<file path="config.mk">
export PLATFORM = sky130hd
export DESIGN_NAME = game_mode_ctrl
export DESIGN_NICKNAME = d
export VERILOG_FILES = /design/src/rtl/game_pkg.sv /design/src/rtl/frame_debounce.sv /design/src/rtl/game_mode_ctrl.sv
export SDC_FILE = /design/constraint.sdc
export NUM_CORES = 1
export LEC_CHECK = 0
export ABC_CLOCK_PERIOD_IN_PS = 4200
export BUFFER_PORTS_ARGS = -buffer_cell sky130_fd_sc_hd__buf_2
export CAP_MARGIN = 15
export CELL_PAD_IN_SITES_DETAIL_PLACEMENT = 0
export CELL_PAD_IN_SITES_GLOBAL_PLACEMENT = 1
export CORE_MARGIN = 1
export CORE_UTILIZATION = 42
export DETAILED_ROUTE_END_ITERATION = 16
export MAX_ROUTING_LAYER = met4
export PLACE_DENSITY = 0.92
export SETUP_SLACK_MARGIN = 0.1
export SKIP_LAST_GASP = 1
export SLEW_MARGIN = 20
export SYNTH_ARGS = -nofsm -noshare
export SYNTH_HDL_FRONTEND = slang
export SYNTH_SLANG_ARGS = --single-unit
</file>
<file path="constraint.sdc">
create_clock -name clk -period 4.2 [get_ports clk]
set_input_delay 0.42 -clock clk [delete_from_list [all_inputs] [get_ports clk]]
set_output_delay 0.42 -clock clk [all_outputs]
set_load 0.02 [all_outputs]
</file>
<file path="src/rtl/game_pkg.sv">
// Shared types and defaults for the game-mode controller.
package game_pkg;

  typedef enum logic [1:0] {
    START       = 2'd0,
    GAME        = 2'd1,
    PLAYER1_WIN = 2'd2,
    PLAYER2_WIN = 2'd3
  } game_mode;

  localparam int WIN_HOLD_FRAMES_DEF       = 300;
  localparam int START_DEBOUNCE_FRAMES_DEF = 3;

endpackage

</file>
<file path="src/rtl/frame_debounce.sv">
// Frame-tick debounce: one press pulse per held level, saturating count.
module frame_debounce #(
  parameter int FRAMES = 3
) (
  input  logic clk,
  input  logic rst,
  input  logic tick,
  input  logic level,
  output logic press
);

  localparam int CW = $clog2(FRAMES + 1);

  logic [CW-1:0] cnt;

  assign press = tick & level & (cnt == CW'(FRAMES - 1));

  always_ff @(posedge clk) begin
    if (rst) begin
      cnt <= '0;
    end else if (tick) begin
      if (!level)
        cnt <= '0;
      else if (cnt != CW'(FRAMES))
        cnt <= cnt + 1'b1;
    end
  end

endmodule

</file>
<file path="src/rtl/game_mode_ctrl.sv">
// Frame-synchronous screen sequencer: START -> GAME -> win -> START.
// Optional WIN_SKIP_EN: a press on a win screen returns to START.
module game_mode_ctrl
  import game_pkg::*;
#(
  parameter int WIN_HOLD_FRAMES       = WIN_HOLD_FRAMES_DEF,
  parameter int START_DEBOUNCE_FRAMES = START_DEBOUNCE_FRAMES_DEF
) (
  input  logic     clk,
  input  logic     rst,
  input  logic     vblnk,
  input  logic     btn_start,
  input  logic     p1_dead,
  input  logic     p2_dead,
  output game_mode mode,
  output logic     map_init,
  output logic [$clog2(WIN_HOLD_FRAMES+1)-1:0] hold_left
);

  localparam int HW = $clog2(WIN_HOLD_FRAMES + 1);

  logic          vblnk_q;
  logic          armed;
  logic          tick;
  logic          press;
  game_mode      state, state_n;
  logic [HW-1:0] hold_q, hold_n;
  logic          p1_lat, p1_n;
  logic          p2_lat, p2_n;
  logic          map_q, map_n;

  // armed blocks a tick from a vblnk already high at reset release
  assign tick = vblnk & ~vblnk_q & armed;

  always_ff @(posedge clk) begin
    if (rst) begin
      vblnk_q <= 1'b0;
      armed   <= 1'b0;
    end else begin
      vblnk_q <= vblnk;
      if (!vblnk)
        armed <= 1'b1;
    end
  end

  frame_debounce #(
    .FRAMES(START_DEBOUNCE_FRAMES)
  ) u_deb (
    .clk  (clk),
    .rst  (rst),
    .tick (tick),
    .level(btn_start),
    .press(press)
  );

  always_ff @(posedge clk) begin
    if (rst) begin
      state  <= START;
      hold_q <= '0;
      p1_lat <= 1'b0;
      p2_lat <= 1'b0;
      map_q  <= 1'b0;
    end else begin
      state  <= state_n;
      hold_q <= hold_n;
      p1_lat <= p1_n;
      p2_lat <= p2_n;
      map_q  <= map_n;
    end
  end

  always_comb begin
    state_n = state;
    hold_n  = hold_q;
    map_n   = 1'b0;
    p1_n    = p1_lat;
    p2_n    = p2_lat;
    if (state == GAME) begin
      p1_n = p1_lat | p1_dead;
      p2_n = p2_lat | p2_dead;
    end
    if (tick) begin
      unique case (state)
        START: begin
          if (press) begin
            state_n = GAME;
            map_n   = 1'b1;
            p1_n    = 1'b0;
            p2_n    = 1'b0;
          end
        end
        GAME: begin
          if (p1_n && p2_n) begin
            state_n = START;
          end else if (p2_n) begin
            state_n = PLAYER1_WIN;
            hold_n  = HW'(WIN_HOLD_FRAMES);
          end else if (p1_n) begin
            state_n = PLAYER2_WIN;
            hold_n  = HW'(WIN_HOLD_FRAMES);
          end
        end
        PLAYER1_WIN, PLAYER2_WIN: begin
`ifdef WIN_SKIP_EN
          if (press) begin
            state_n = START;
            hold_n  = '0;
          end else
`endif
          if (hold_q <= HW'(1)) begin
            state_n = START;
            hold_n  = '0;
          end else begin
            hold_n = hold_q - 1'b1;
          end
        end
      endcase
    end
  end

  assign mode      = state;
  assign hold_left = hold_q;
  assign map_init  = map_q;

endmodule

</file>
==> results, run 1 <==
- The global-route wire length before repair is 3650 µm.
- The hold buffer count at cts is 0.
- The number of unique standard cell types used by synthesis is 39.
- The final weighted congestion in routability-driven placement is 0.816.
- The initial core utilization is 44.2%.
- The post-detailed-route count of antenna-violating nets is 0.
- The area enclosed by the die boundary is 2500 µm².
- The hold path endpoint is armed$_SDFFE_PP0N_.
- For this run, the number of Yosys warnings is 0.
- Leaving out fill and tap cells, the most frequent cells in the layout are 18 x sky130_fd_sc_hd__dfxtp_1, 17 x sky130_fd_sc_hd__buf_2, 12 x sky130_fd_sc_hd__nand2_1, 12 x sky130_fd_sc_hd__a21oi_1, 11 x sky130_fd_sc_hd__nor2_1.
- For this block, the via count after detailed routing is 938.
- In this run the number of H-tree levels came out at 1.
- Summed over all failing endpoints, the final setup total negative slack is 0 ps.
- Buffers placed on the I/O ports in this run total 17.
- The placed wire-length estimate after detailed placement is 1520 µm.
- The post-detailed-route via-to-cell ratio is 5.72.
- STA puts the critical path data required time at 4440 ps.
- The floorplan step set the die height to 50.0 µm.
- The peak ir drop on the vdd network is 0.000263 V.
- In this run the cell area of the synthesized design comes to 968 µm².
- The number of nets handed over by synthesis was 131.
- The average wire per cell in the routed design is 12.9 µm.
- The launching element type of the critical path is a flop.
- The depth of the worst register-to-register path is 7.
- After the last flow step, the layout net total stands at 147.
- Of the cells placed in the final design, the portion with a size suffix greater than 1 is 17.6%.
- The clock passes through at most 2 buffers.
- The first-pass iteration count of the detailed router is 4.
- The maximum number of pins on one net before global-route repair is 21.
- Setup repair after global routing left no endpoint under its margin.
- The number of antenna violations at the first check in global routing is 0.
- The hold violation total from the final report is 0.
- The type of element capturing the critical path is a flop.
- The floorplan step defined a core boundary enclosing 2190 µm².
- The post-synthesis cell count is 121.
- In this run the core area contains 17 standard-cell rows.
- The register area share after synthesis is 37.2%.
- Timing would allow up to 530 MHz.
- The reg-to-reg critical path startpoint is hold_left[1]$_SDFFE_PP0P_.
- The post-synthesis to final-layout area growth is 12.9%.
- The path type of the worst setup path is flop to flop.
- The total number of clock tree sinks is 18.
- In this run the clock root is driven by a sky130_fd_sc_hd__clkbuf_4.
- The final setup violation count is 0.
- The number of buffers inserted during clock tree synthesis is 3.
- The total of max-cap violations is 0.
- The worst hold path begins at vblnk.
- TritonCTS built the clock tree.
- 18 I/O pins were placed.
- The clock slew seen by the registers of the worst setup and hold paths is 110 ps.
- The number of max-slew violations in the final report was 0.
- The clock latency of the later-clocked register in the worst-skew pair is 300 ps.
- Measured along the x axis, the die boundary spans 50.0 µm.
- The quantity of gates resized following cts is 0.
- The per-instance average area after synthesis is 8.00 µm².
- The cell leakage power is 0.488 nW.
- The post-detailed-route DRC marker count is 0.
- Along the worst path, the maximum fanout reaches 7.
- STA puts the critical path data arrival time at 2130 ps.
- The relative max-transition margin is 61.9%.
- The most common cell after layout, fill and taps aside is sky130_fd_sc_hd__dfxtp_1.
- The number of global-route vias before repair is 832.
- The final wirelength is 2120 µm.
- Global routing finished with a remaining overflow of 0.
- The time the final worst path needs with I/O delays and setup is 1890 ps.
- The run finished with clean final reports.
- The worst flop-to-flop path endpoint is hold_left[6]$_SDFFE_PP0P_.
- The power density relative to cell area is 271 nW/µm².
- At the pin with the least slew margin, the transition time is 570 ps.
- Global routing used 19.7% of the available tracks.
- The number of antenna repair diodes is 0.
- The total design power is 296 µW.
- Post-CTS timing repair inserted 0 buffers for setup.
- Counting flops and latches in the post-synthesis netlist gives 18.
- Dividing the final minimum period by the clock period gives 44.9%.
- For the final database, setup skew stands at 12.8 ps.
- The cell depth of the worst hold path is 2.
- The slack of the worst reg-to-reg path is 2310 ps.
- The number of design-rule violations left by the first detailed-router iteration is 26.
- In this run the worst hold path is classified as primary input to flop.
==> flip-flops by register name (all words and copies together), names as in the netlist <==
| name | count |
|---|---|
| hold_left | 9 |
| mode | 2 |
| u_deb.cnt | 2 |
| armed | 1 |
| map_init | 1 |
| p1_lat | 1 |
| p2_lat | 1 |
| vblnk_q | 1 |
==> routing by layer <==
layer / vias to the layer above / routed length [µm] / GRT usage (%)
li1: 460 / - / -
met5: - / 0 / -
met2: 25 / 1020 / 32.2
met4: 0 / 18 / 4.29
met1: 451 / 973 / 23.3
met3: 2 / 107 / 6.48
==> worst max-delay path, stage by stage, from the launching register on <==
cell and delay (ps):
sky130_fd_sc_hd__dfxtp_1 410, sky130_fd_sc_hd__inv_1 80, sky130_fd_sc_hd__ha_1 170, sky130_fd_sc_hd__o21ba_2 260
sky130_fd_sc_hd__or4_4 180, sky130_fd_sc_hd__nand2_4 70, sky130_fd_sc_hd__or4_1 500, sky130_fd_sc_hd__a21oi_1 170
==> cell usage after synthesis <==
| library cell | instances | share of area, % |
|---|---|---|
| sky130_fd_sc_hd__o311a_1 | 1 | 1.0 |
| sky130_fd_sc_hd__a31o_1 | 1 | 0.90 |
| sky130_fd_sc_hd__a21o_1 | 1 | 0.78 |
| sky130_fd_sc_hd__or4_1 | 2 | 1.5 |
| sky130_fd_sc_hd__nor3_1 | 7 | 3.6 |
| sky130_fd_sc_hd__buf_1 | 1 | 0.39 |
| sky130_fd_sc_hd__or4_4 | 1 | 1.2 |
| sky130_fd_sc_hd__o31ai_1 | 1 | 0.78 |
| sky130_fd_sc_hd__clkbuf_1 | 3 | 1.2 |
| sky130_fd_sc_hd__o21ai_1 | 2 | 1.0 |
| sky130_fd_sc_hd__inv_1 | 7 | 2.7 |
| sky130_fd_sc_hd__buf_2 | 1 | 0.52 |
| sky130_fd_sc_hd__and3_1 | 2 | 1.3 |
| sky130_fd_sc_hd__nand2_4 | 1 | 1.2 |
| sky130_fd_sc_hd__o41ai_1 | 1 | 0.90 |
| sky130_fd_sc_hd__nand4b_1 | 1 | 0.90 |
| sky130_fd_sc_hd__o21ai_0 | 6 | 3.1 |
| sky130_fd_sc_hd__a21oi_1 | 12 | 6.2 |
| sky130_fd_sc_hd__and3b_1 | 1 | 0.90 |
| sky130_fd_sc_hd__xnor2_1 | 1 | 0.90 |
| sky130_fd_sc_hd__or3_1 | 3 | 1.9 |
| sky130_fd_sc_hd__nor4_1 | 1 | 0.65 |
| sky130_fd_sc_hd__buf_6 | 1 | 1.2 |
| sky130_fd_sc_hd__nand3b_1 | 3 | 2.3 |
| sky130_fd_sc_hd__dfxtp_1 | 18 | 37 |
| sky130_fd_sc_hd__nand2b_1 | 3 | 1.9 |
| sky130_fd_sc_hd__o31a_1 | 1 | 0.90 |
| sky130_fd_sc_hd__nor2b_1 | 3 | 1.9 |
| sky130_fd_sc_hd__nand2_1 | 12 | 4.7 |
| sky130_fd_sc_hd__a41oi_1 | 1 | 0.90 |
| sky130_fd_sc_hd__o21ba_2 | 1 | 1.0 |
| sky130_fd_sc_hd__nor2_1 | 11 | 4.3 |
| sky130_fd_sc_hd__o211a_1 | 1 | 1.0 |
| sky130_fd_sc_hd__ha_1 | 4 | 5.2 |
| sky130_fd_sc_hd__o22a_1 | 1 | 0.90 |
| sky130_fd_sc_hd__nand4_1 | 1 | 0.65 |
| sky130_fd_sc_hd__a221oi_1 | 1 | 0.90 |
| sky130_fd_sc_hd__o32ai_1 | 1 | 0.90 |
| sky130_fd_sc_hd__nand3_1 | 1 | 0.52 |
==> how the worst max path moves through the flow <==
stage	from	end	slack, ps	depth (start not counted)
floorplan	hold_left[1]$_SDFFE_PP0P_	hold_left[6]$_SDFFE_PP0P_	2280	8
global placement	hold_left[1]$_SDFFE_PP0P_	hold_left[6]$_SDFFE_PP0P_	2370	7
detailed placement	hold_left[1]$_SDFFE_PP0P_	hold_left[6]$_SDFFE_PP0P_	2310	7
CTS	hold_left[1]$_SDFFE_PP0P_	hold_left[6]$_SDFFE_PP0P_	2300	7
global route	hold_left[1]$_SDFFE_PP0P_	hold_left[6]$_SDFFE_PP0P_	2180	7
finish	hold_left[1]$_SDFFE_PP0P_	hold_left[6]$_SDFFE_PP0P_	2310	7
==> power by group <==
| group | internal (mW) | switching (mW) |
|---|---|---|
| logic | 0.00551 | 0.00920 |
| clock network | 0.0529 | 0.0552 |
| registers | 0.172 | 0.000978 |
| total | 0.231 | 0.0654 |
==> metrics by stage <==
step                      area, µm²  setup WS (ps)  util [%]  hold WS [ps]  cells
final                          1090           2310      49.9           334    164
after global routing           1090           2180      49.9           326    164
after detailed placement       1060           2310      48.3           451    160
after global placement         1060           2370      48.3           442    160
after floorplan                 968           2280         -           434    121
after CTS                      1090           2300      49.9           322    164
==> cell type report <==
type | count | area, µm²
Timing Repair Buffer | 17 | 85.1
Multi-Input combinational cell | 90 | 551
Fill cell | 232 | 1100
Inverter | 7 | 26.3
Sequential cell | 18 | 360
Tap cell | 28 | 35.0
Clock buffer | 4 | 36.3
==> kinds of logic after synthesis <==
group                      Yosys count  synth area share [%]
AOI/OAI and AO/OA                   32                  21.3
xor gates and xnor gates             1                 0.905
adders and majority gates            4                  5.17
buffers and inverters               13                  5.94
DFF                                 18                  37.2
and+or+nand+nor                     53                  29.5
Power figures use the tool's default switching activity.
==> run 2: changes to the inputs <==
--- a/config.mk
+++ b/config.mk
@@ -5,16 +5,17 @@
 export SDC_FILE = /design/constraint.sdc
 export NUM_CORES = 1
 export LEC_CHECK = 0
-export ABC_CLOCK_PERIOD_IN_PS = 4200
+export ABC_CLOCK_PERIOD_IN_PS = 1700
 export BUFFER_PORTS_ARGS = -buffer_cell sky130_fd_sc_hd__buf_2
 export CAP_MARGIN = 15
 export CELL_PAD_IN_SITES_DETAIL_PLACEMENT = 0
 export CELL_PAD_IN_SITES_GLOBAL_PLACEMENT = 1
+export CORE_ASPECT_RATIO = 0.5
 export CORE_MARGIN = 1
-export CORE_UTILIZATION = 42
+export CORE_UTILIZATION = 35
 export DETAILED_ROUTE_END_ITERATION = 16
 export MAX_ROUTING_LAYER = met4
-export PLACE_DENSITY = 0.92
+export PLACE_DENSITY = 0.83
 export SETUP_SLACK_MARGIN = 0.1
 export SKIP_LAST_GASP = 1
 export SLEW_MARGIN = 20
==> constraint.sdc (replaced) <==
create_clock -name clk -period 1.7 [get_ports clk]
set_input_delay 0.17 -clock clk [delete_from_list [all_inputs] [get_ports clk]]
set_output_delay 0.17 -clock clk [all_outputs]
set_load 0.02 [all_outputs]
==> run 2 against run 1 <==
  * The flow now finishes with violations (negative setup slack)
  * Sequential share of layout area down 5.0 points
  * Sequential power grew 140%
  * Critical path depth is 2 lower
  * Clock power rose to 3.3 times the previous value
  * Combinational power grew to 2.8 times the previous value
  * Register-to-register slack got worse by 2400 ps
  * Count of clock-buffer cells in the layout did not move
  * Largest power group unchanged
  * Highest routed layer unchanged
==> results, run 2 (synthesized netlist as in run 1, its figures left out) <==
- The run finished, with violations left.
- The final reports fail on negative setup slack.
- The classification of the worst-slack hold path is primary input to flop.
- The final setup violation count came to 3 (+3).
- The cell depth of the worst hold path is 2 (unchanged).
- The final wirelength is 2460 µm (+16%).
- The post-detailed-route DRC marker count was 0 (unchanged).
- The slack of the worst reg-to-reg path is -50 ps (-2360 ps).
- The total design power is 822 µW (+180%).
- The highest fanout seen on the critical path is 7 (unchanged).
- The number of design-rule violations left by the first detailed-router iteration is 45 (+73%).
- The global-route wire length before repair was 4040 µm (+11%).
- The final instance area is 1350 µm² (+23%).
- The via count of the routed design was 986 (+5.1%).
- The number of antenna violations at the first check in global routing is 0 (unchanged).
- The global routing usage on met1 came to 21.0% (-2.3 points).
- The hold buffer count at cts is 0 (unchanged).
- The power density relative to cell area was 610 nW/µm² (+130%).
- The average wire per cell in the routed design is 12.7 µm (-1.9%).
- The global-route usage over all layers came to 18.3% (-1.5 points).
- The height of the chip is 39.2 µm (-22%).
- The relative max-transition margin is 74.6% (+13 points).
- The number of nets in the layout is 168 (+14%).
- The data required time of the critical path came to 1830 ps (-2610 ps).
- The number of buffers inserted during clock tree synthesis is 3 (unchanged).
- The post-detailed-route via-to-cell ratio is 5.08 (-11%).
- The post-route fraction of the period consumed by the critical path is 103% (+58 points).
- The post-detailed-route count of antenna-violating nets is 0 (unchanged).
- The startpoint identified for the worst register-to-register timing path is hold_left[3]$_SDFFE_PP0P_.
- The met3 track demand over resource was 4.94% (-1.5 points).
- The area enclosed by the die boundary was 2990 µm² (+20%).
- The final weighted congestion in routability-driven placement was 0.896 (+9.8%).
- The number of global-route vias before repair was 927 (+11%).
- The depth of the worst register-to-register path was 5 (-2).
- The count of H-tree levels built during CTS is 1 (unchanged).
- The remaining global-route overflow was 0 (unchanged).
- The area growth from synthesis to layout is 39.3%.
- The initial core utilization is 37.2% (-7.0 points).
- The worst setup margin is -51.6 ps (-2360 ps).
- The maximum clock skew at final layout came to 3.57 ps (-9.25 ps).
- The first-pass iteration count of the detailed router came to 4 (unchanged).
- The cell leakage power is 0.614 nW (+26%).
- The worst path arrival time is 1880 ps (-250 ps).
- The maximum clock frequency is 571 MHz (+7.8%).
- The hold violation total from the final report is 0 (unchanged).
- The number of max-slew violations in the final report is 0 (unchanged).
- The count of boundary I/O pins is 18 (unchanged).
- The count of buffers inserted at the top-level ports was 17 (unchanged).
- The number of antenna repair diodes was 0 (unchanged).
- The time the final worst path needs with I/O delays and setup came to 1750 ps (-136 ps).
- In this run the critical register-to-register path is captured at mode[1]$_SDFFE_PP0P_.
- The core footprint is 2600 µm² (+19%).
- The instance area after placement is 1220 µm² (+16%).
- The path type of the worst setup path is flop to flop.
- The number of fill cells in the layout is 260 (+12%).
- The path with the worst hold slack has its endpoint at armed$_SDFFE_PP0N_.
- The deepest clock path buffer count came to 2 (unchanged).
- The library cell used most frequently in the layout, excluding fill and tap cells, is sky130_fd_sc_hd__buf_4.
- The share of layout cells above drive strength 1 is 38.2% (+21 points).
- The number of rows in the core area came to 13 (-4).
- The maximum number of pins on one net before global-route repair is 21 (unchanged).
- The final cell count without fillers is 194 (+18%).
- The peak ir drop on the vdd network came to 0.000422 V (+61%).
- The flip-flop count of the largest register after layout was 9 (unchanged).
- The minimum hold slack came to 131 ps (-203 ps).
- met2 is the most crowded layer.
- The clock slew seen by the registers of the worst setup and hold paths is 70 ps (-40 ps).
- The horizontal die dimension is 76.4 µm (+53%).
- The worst-case setup slack after placement is -42.9 ps (-2360 ps).
- The CTS root buffer is sky130_fd_sc_hd__clkbuf_8.
- The number of placed cells counting well taps is 187 (+17%).
- STA classifies the critical path startpoint as a flop.
- The placed wire-length estimate after detailed placement is 1790 µm (+18%).
- The fraction of met2 tracks used by global routing was 33.1% (+0.89 points).
- The clock tree from TritonCTS is built.
- The total of max-cap violations is 0 (unchanged).
- The total number of clock tree sinks is 18 (unchanged).
- Setup repair after global routing could not meet its margin everywhere.
- The clock latency of the later-clocked register in the worst-skew pair was 260 ps (-40 ps).
- The type of element capturing the critical path is a flop.
- The slew at the pin closest to its max-slew limit was 382 ps (-189 ps).
- In the layout the commonest cells are 19 x sky130_fd_sc_hd__buf_4, 17 x sky130_fd_sc_hd__buf_2, 13 x sky130_fd_sc_hd__dfxtp_1, 12 x sky130_fd_sc_hd__a21oi_1, 11 x sky130_fd_sc_hd__nand2_1.
- The worst hold path begins at vblnk.
-- run 2: changes by cell type in the layout (fill, tap and decap cells not counted), moves of 3 or more --
cell	before	now
sky130_fd_sc_hd__dfxtp_4	0	4
sky130_fd_sc_hd__clkbuf_4	3	0
sky130_fd_sc_hd__dfxtp_1	18	13
sky130_fd_sc_hd__clkbuf_8	1	4
sky130_fd_sc_hd__buf_4	0	19
-- run 2: worst max-delay path by stage --
stage / end / slack (ps) / startpoint
2_1_floorplan: hold_left[6]$_SDFFE_PP0P_ / -70 / hold_left[1]$_SDFFE_PP0P_
3_3_place_gp: hold_left[6]$_SDFFE_PP0P_ / -9 / hold_left[3]$_SDFFE_PP0P_
3_5_place_dp: hold_left[4]$_SDFFE_PP0P_ / -40 / hold_left[1]$_SDFFE_PP0P_
4_1_cts: hold_left[6]$_SDFFE_PP0P_ / -30 / hold_left[6]$_SDFFE_PP0P_
5_1_grt: hold_left[6]$_SDFFE_PP0P_ / -120 / hold_left[3]$_SDFFE_PP0P_
6_report: mode[1]$_SDFFE_PP0P_ / -50 / hold_left[3]$_SDFFE_PP0P_
-- run 2: final cells by class --
cell class                 instances  area [µm²]  area share (%)
tap                               37        46.3            3.43
sequential                        18         377            27.9
timing repair buffer              38         250            18.6
inverter                           7        26.3            1.95
multi-input combinational         90         594            44.1
clock buffer                       4        55.1            4.08
-- run 2: critical path: stages, from the launching register on --
cell and delay, ps:
sky130_fd_sc_hd__dfxtp_4 340, sky130_fd_sc_hd__or3_4 380, sky130_fd_sc_hd__or4_4 550, sky130_fd_sc_hd__buf_4 170, sky130_fd_sc_hd__o21ai_2 120, sky130_fd_sc_hd__a21oi_1 60
-- run 2: through the flow --
step | setup TNS, ps | utilization, %
2_1_floorplan | -185 | -
3_3_place_gp | -13.2 | 47.0
3_5_place_dp | -115 | 47.0
4_1_cts | -65.8 | 50.2
5_1_grt | -358 | 51.8
6_report | -129 | 51.8
-- run 2: timing repair --
| item | CTS | global route |
|---|---|---|
| setup buffers | 2 | 1 |
| pin swaps | 7 | 7 |
| gates resized for setup | 3 | 10 |
| setup endpoints to repair | 10 | 10 |
-- run 2: power by group --
part	internal (mW)	switching, mW	total, mW
clock network	0.206	0.154	0.360
registers	0.419	0.00256	0.421
logic	0.0166	0.0242	0.0408
total	0.642	0.181	0.822
-- run 2: layer usage --
| layer | part of all wire (%) | vias to the layer above |
|---|---|---|
| met5 | 0 | - |
| met4 | 0.69 | 0 |
| met3 | 2.8 | 2 |
| met2 | 47 | 13 |
| met1 | 50 | 466 |
| li1 | - | 505 |
==> run 3: changes to the inputs <==
--- a/config.mk
+++ b/config.mk
@@ -5,17 +5,16 @@
 export SDC_FILE = /design/constraint.sdc
 export NUM_CORES = 1
 export LEC_CHECK = 0
-export ABC_CLOCK_PERIOD_IN_PS = 1700
+export ABC_CLOCK_PERIOD_IN_PS = 2300
 export BUFFER_PORTS_ARGS = -buffer_cell sky130_fd_sc_hd__buf_2
-export CAP_MARGIN = 15
+export CAP_MARGIN = 40
 export CELL_PAD_IN_SITES_DETAIL_PLACEMENT = 0
 export CELL_PAD_IN_SITES_GLOBAL_PLACEMENT = 1
-export CORE_ASPECT_RATIO = 0.5
 export CORE_MARGIN = 1
-export CORE_UTILIZATION = 35
+export CORE_UTILIZATION = 42
 export DETAILED_ROUTE_END_ITERATION = 16
 export MAX_ROUTING_LAYER = met4
-export PLACE_DENSITY = 0.83
+export PLACE_DENSITY = 0.92
 export SETUP_SLACK_MARGIN = 0.1
 export SKIP_LAST_GASP = 1
 export SLEW_MARGIN = 20
==> constraint.sdc (replaced) <==
create_clock -name clk -period 2.3 [get_ports clk]
set_input_delay 0.23 -clock clk [delete_from_list [all_inputs] [get_ports clk]]
set_output_delay 0.23 -clock clk [all_outputs]
set_load 0.02 [all_outputs]
==> run 3 against run 2 <==
  * The run now ends clean
  * Setup slack improved by 440 ps
  * Combinational power fell by 34%
  * Clock power fell by 45%
  * Utilization fell by 1.9 points
  * Final area fell by 19%
  * Critical path type unchanged
  * Critical endpoint is now hold_left[6]$_SDFFE_PP0P_
==> results, run 3 (synthesized netlist as in run 1, its figures left out) <==
- The run finished with clean final reports.
- The post-detailed-route via-to-cell ratio was 5.51 (+8.5%).
- The slack of the worst reg-to-reg path is 390 ps (+440 ps).
- After global routing, the most crowded layer is met2.
- The cell depth of the worst hold path is 2 (unchanged).
- The initial core utilization is 44.2% (+7.0 points).
- The startpoint of the worst hold path is vblnk.
- The cell type group with the largest total delay on the critical path is simple AND/OR/NAND/NOR gates.
- The critical path goes through inv_1 > ha_1 > o21ba_2 > or4_4 > nand2_4 > or4_1 > a21oi_1.
- The deepest clock path buffer count is 2 (unchanged).
- The peak ir drop on the vdd network is 0.000481 V (+14%).
- The worst hold path terminates at armed$_SDFFE_PP0N_.
- The maximum clock frequency is 523 MHz (-8.4%).
- The critical path's slowest cell is sky130_fd_sc_hd__or4_1.
- The first-pass iteration count of the detailed router was 4 (unchanged).
- The remaining global-route overflow is 0 (unchanged).
- The hold violation total from the final report is 0 (unchanged).
- The maximum number of pins on one net before global-route repair is 21 (unchanged).
- The final wirelength is 2090 µm (-15%).
- The number of max-slew violations in the final report was 0 (unchanged).
- The horizontal die dimension is 50.0 µm (-35%).
- The post-CTS repair timing setup buffer count came to 0 (-2).
- The flip-flop count of the largest register after layout came to 9 (unchanged).
- The maximum clock skew at final layout is 16.9 ps (+13.3 ps).
- The count of H-tree levels built during CTS is 1 (unchanged).
- The total of max-cap violations was 0 (unchanged).
- The clock latency of the later-clocked register in the worst-skew pair is 300 ps (+40 ps).
- The placed wire-length estimate after detailed placement is 1520 µm (-15%).
- The depth of the worst register-to-register path was 7 (+2).
- The final instance area is 1090 µm² (-19%).
- The launching element type of the critical path is a flop.
- The library cells used most frequently in the layout, excluding fill and tap cells, are 18 x sky130_fd_sc_hd__dfxtp_1, 17 x sky130_fd_sc_hd__buf_2, 12 x sky130_fd_sc_hd__nand2_1, 12 x sky130_fd_sc_hd__a21oi_1, 11 x sky130_fd_sc_hd__nor2_1.
- The core footprint is 2190 µm² (-16%).
- The data required time of the critical path is 2540 ps (+710 ps).
- The number of buffers inserted during clock tree synthesis was 3 (unchanged).
- The power density relative to cell area is 495 nW/µm² (-19%).
- The clock tree from TritonCTS is built.
- The number of design-rule violations left by the first detailed-router iteration is 17 (-62%).
- The post-detailed-route count of antenna-violating nets is 0 (unchanged).
- The type of element capturing the critical path is a flop.
- The height of the chip is 50.0 µm (+28%).
- The number of global-route vias before repair is 832 (-10%).
- The average wire per cell in the routed design came to 12.8 µm (+0.73%).
- The clock slew seen by the registers of the worst setup and hold paths came to 120 ps (+50 ps).
- The area enclosed by the die boundary is 2500 µm² (-16%).
- The maximum single-stage delay on the critical path is 500 ps (-50 ps).
- The met3 track demand over resource came to 6.48% (+1.5 points).
- The post-route fraction of the period consumed by the critical path is 83.1% (-20 points).
- The final weighted congestion in routability-driven placement was 0.816 (-8.9%).
- The count of buffers inserted at the top-level ports is 17 (unchanged).
- The share of layout cells above drive strength 1 was 17.6% (-21 points).
- The cell leakage power came to 0.488 nW (-21%).
- The global-route wire length before repair was 3640 µm (-10%).
- Setup repair after global routing left no endpoint under its margin.
- The worst path arrival time came to 2150 ps (+270 ps).
- The tightest min-delay check is of the primary input to flop type.
- The number of antenna repair diodes is 0 (unchanged).
- The final setup violation count is 0 (-3).
- The hold buffer count at cts is 0 (unchanged).
- The global-route usage over all layers is 19.7% (+1.4 points).
- The global routing usage on met1 is 22.9% (+1.9 points).
- The time the final worst path needs with I/O delays and setup is 1910 ps (+160 ps).
- The most common cell after layout, fill and taps aside is sky130_fd_sc_hd__dfxtp_1.
- The critical path in this run is classified as flop to flop.
- The critical path buffer and inverter count is 1 (unchanged).
- The via count of the routed design came to 904 (-8.3%).
- The highest fanout seen on the critical path came to 7 (unchanged).
- The total number of clock tree sinks came to 18 (unchanged).
- Relative to the synthesized area, the layout overhead comes to 12.9%.
- The count of boundary I/O pins is 18 (unchanged).
- The final total negative setup slack is 0 ps (+129 ps).
- The quantity of gates resized following cts is 0 (-3).
- The slew at the pin closest to its max-slew limit came to 559 ps (+177 ps).
- The number of rows in the core area was 17 (+4).
- CTS placed an instance of sky130_fd_sc_hd__clkbuf_4 at the clock tree root.
- The instance area after placement was 1060 µm² (-14%).
- The number of antenna violations at the first check in global routing came to 0 (unchanged).
- The fraction of met2 tracks used by global routing is 32.4% (-0.66 points).
- The number of nets in the layout came to 147 (-13%).
- The worst register-to-register path begins at hold_left[1]$_SDFFE_PP0P_.
- The worst register-to-register path ends at hold_left[6]$_SDFFE_PP0P_.
- The relative max-transition margin is 62.7% (-12 points).
- The post-detailed-route DRC marker count is 0 (unchanged).
run 3: cell types whose count changed in the layout (fill, tap and decap cells not counted), sizes merged:
cell / delta
buf: -21
run 3: per-stage QoR:
stage	util (%)	hold slack (ps)	power, mW	setup slack [ps]	instances
CTS	49.9	132	0.548	396	164
global placement	48.3	442	0.350	467	160
finish	49.9	146	0.542	389	164
global route	49.9	136	0.566	282	164
floorplan	-	326	0.341	382	121
detailed placement	48.3	451	0.350	413	160
run 3: how the worst max path moves through the flow:
stage / depth (start not counted) / slack, ps / endpoint / startpoint
after detailed placement: 7 / 410 / hold_left[6]$_SDFFE_PP0P_ / hold_left[1]$_SDFFE_PP0P_
after floorplan: 8 / 380 / hold_left[6]$_SDFFE_PP0P_ / hold_left[1]$_SDFFE_PP0P_
after global placement: 7 / 470 / hold_left[6]$_SDFFE_PP0P_ / hold_left[1]$_SDFFE_PP0P_
after global routing: 7 / 280 / hold_left[6]$_SDFFE_PP0P_ / hold_left[1]$_SDFFE_PP0P_
after CTS: 7 / 400 / hold_left[6]$_SDFFE_PP0P_ / hold_left[1]$_SDFFE_PP0P_
final: 7 / 390 / hold_left[6]$_SDFFE_PP0P_ / hold_left[1]$_SDFFE_PP0P_
run 3: worst register-to-register path: cells and delay by family (launching register included):
family	cells	cell delay, ps
flip-flops	1	410
buffers and inverters	1	80
adder cells (fa/ha/maj)	1	170
AND/OR/NAND/NOR	3	760
AO/OA/AOI/OAI	2	440
run 3: routing by layer:
layer / share of wire, % / wire (µm) / up-vias
li1: - / - / 461
met4: 0.86 / 18 / 0
met3: 3.3 / 70 / 2
met1: 49 / 1020 / 422
met2: 47 / 982 / 19
met5: 0 / 0 / -
run 3: final cells by class:
cell class,instances,area (µm²)
fillers,232,1100
flip-flops and latches,18,360
well taps,28,35.0
repair buffers,17,85.1
clock buffers,4,36.3
multi-input cells,90,551
inverters,7,26.3
run 3: power breakdown:
part	switching, mW	internal (mW)
clock	0.102	0.0965
sequential	0.00178	0.314
combinational	0.0168	0.0101
total	0.121	0.421
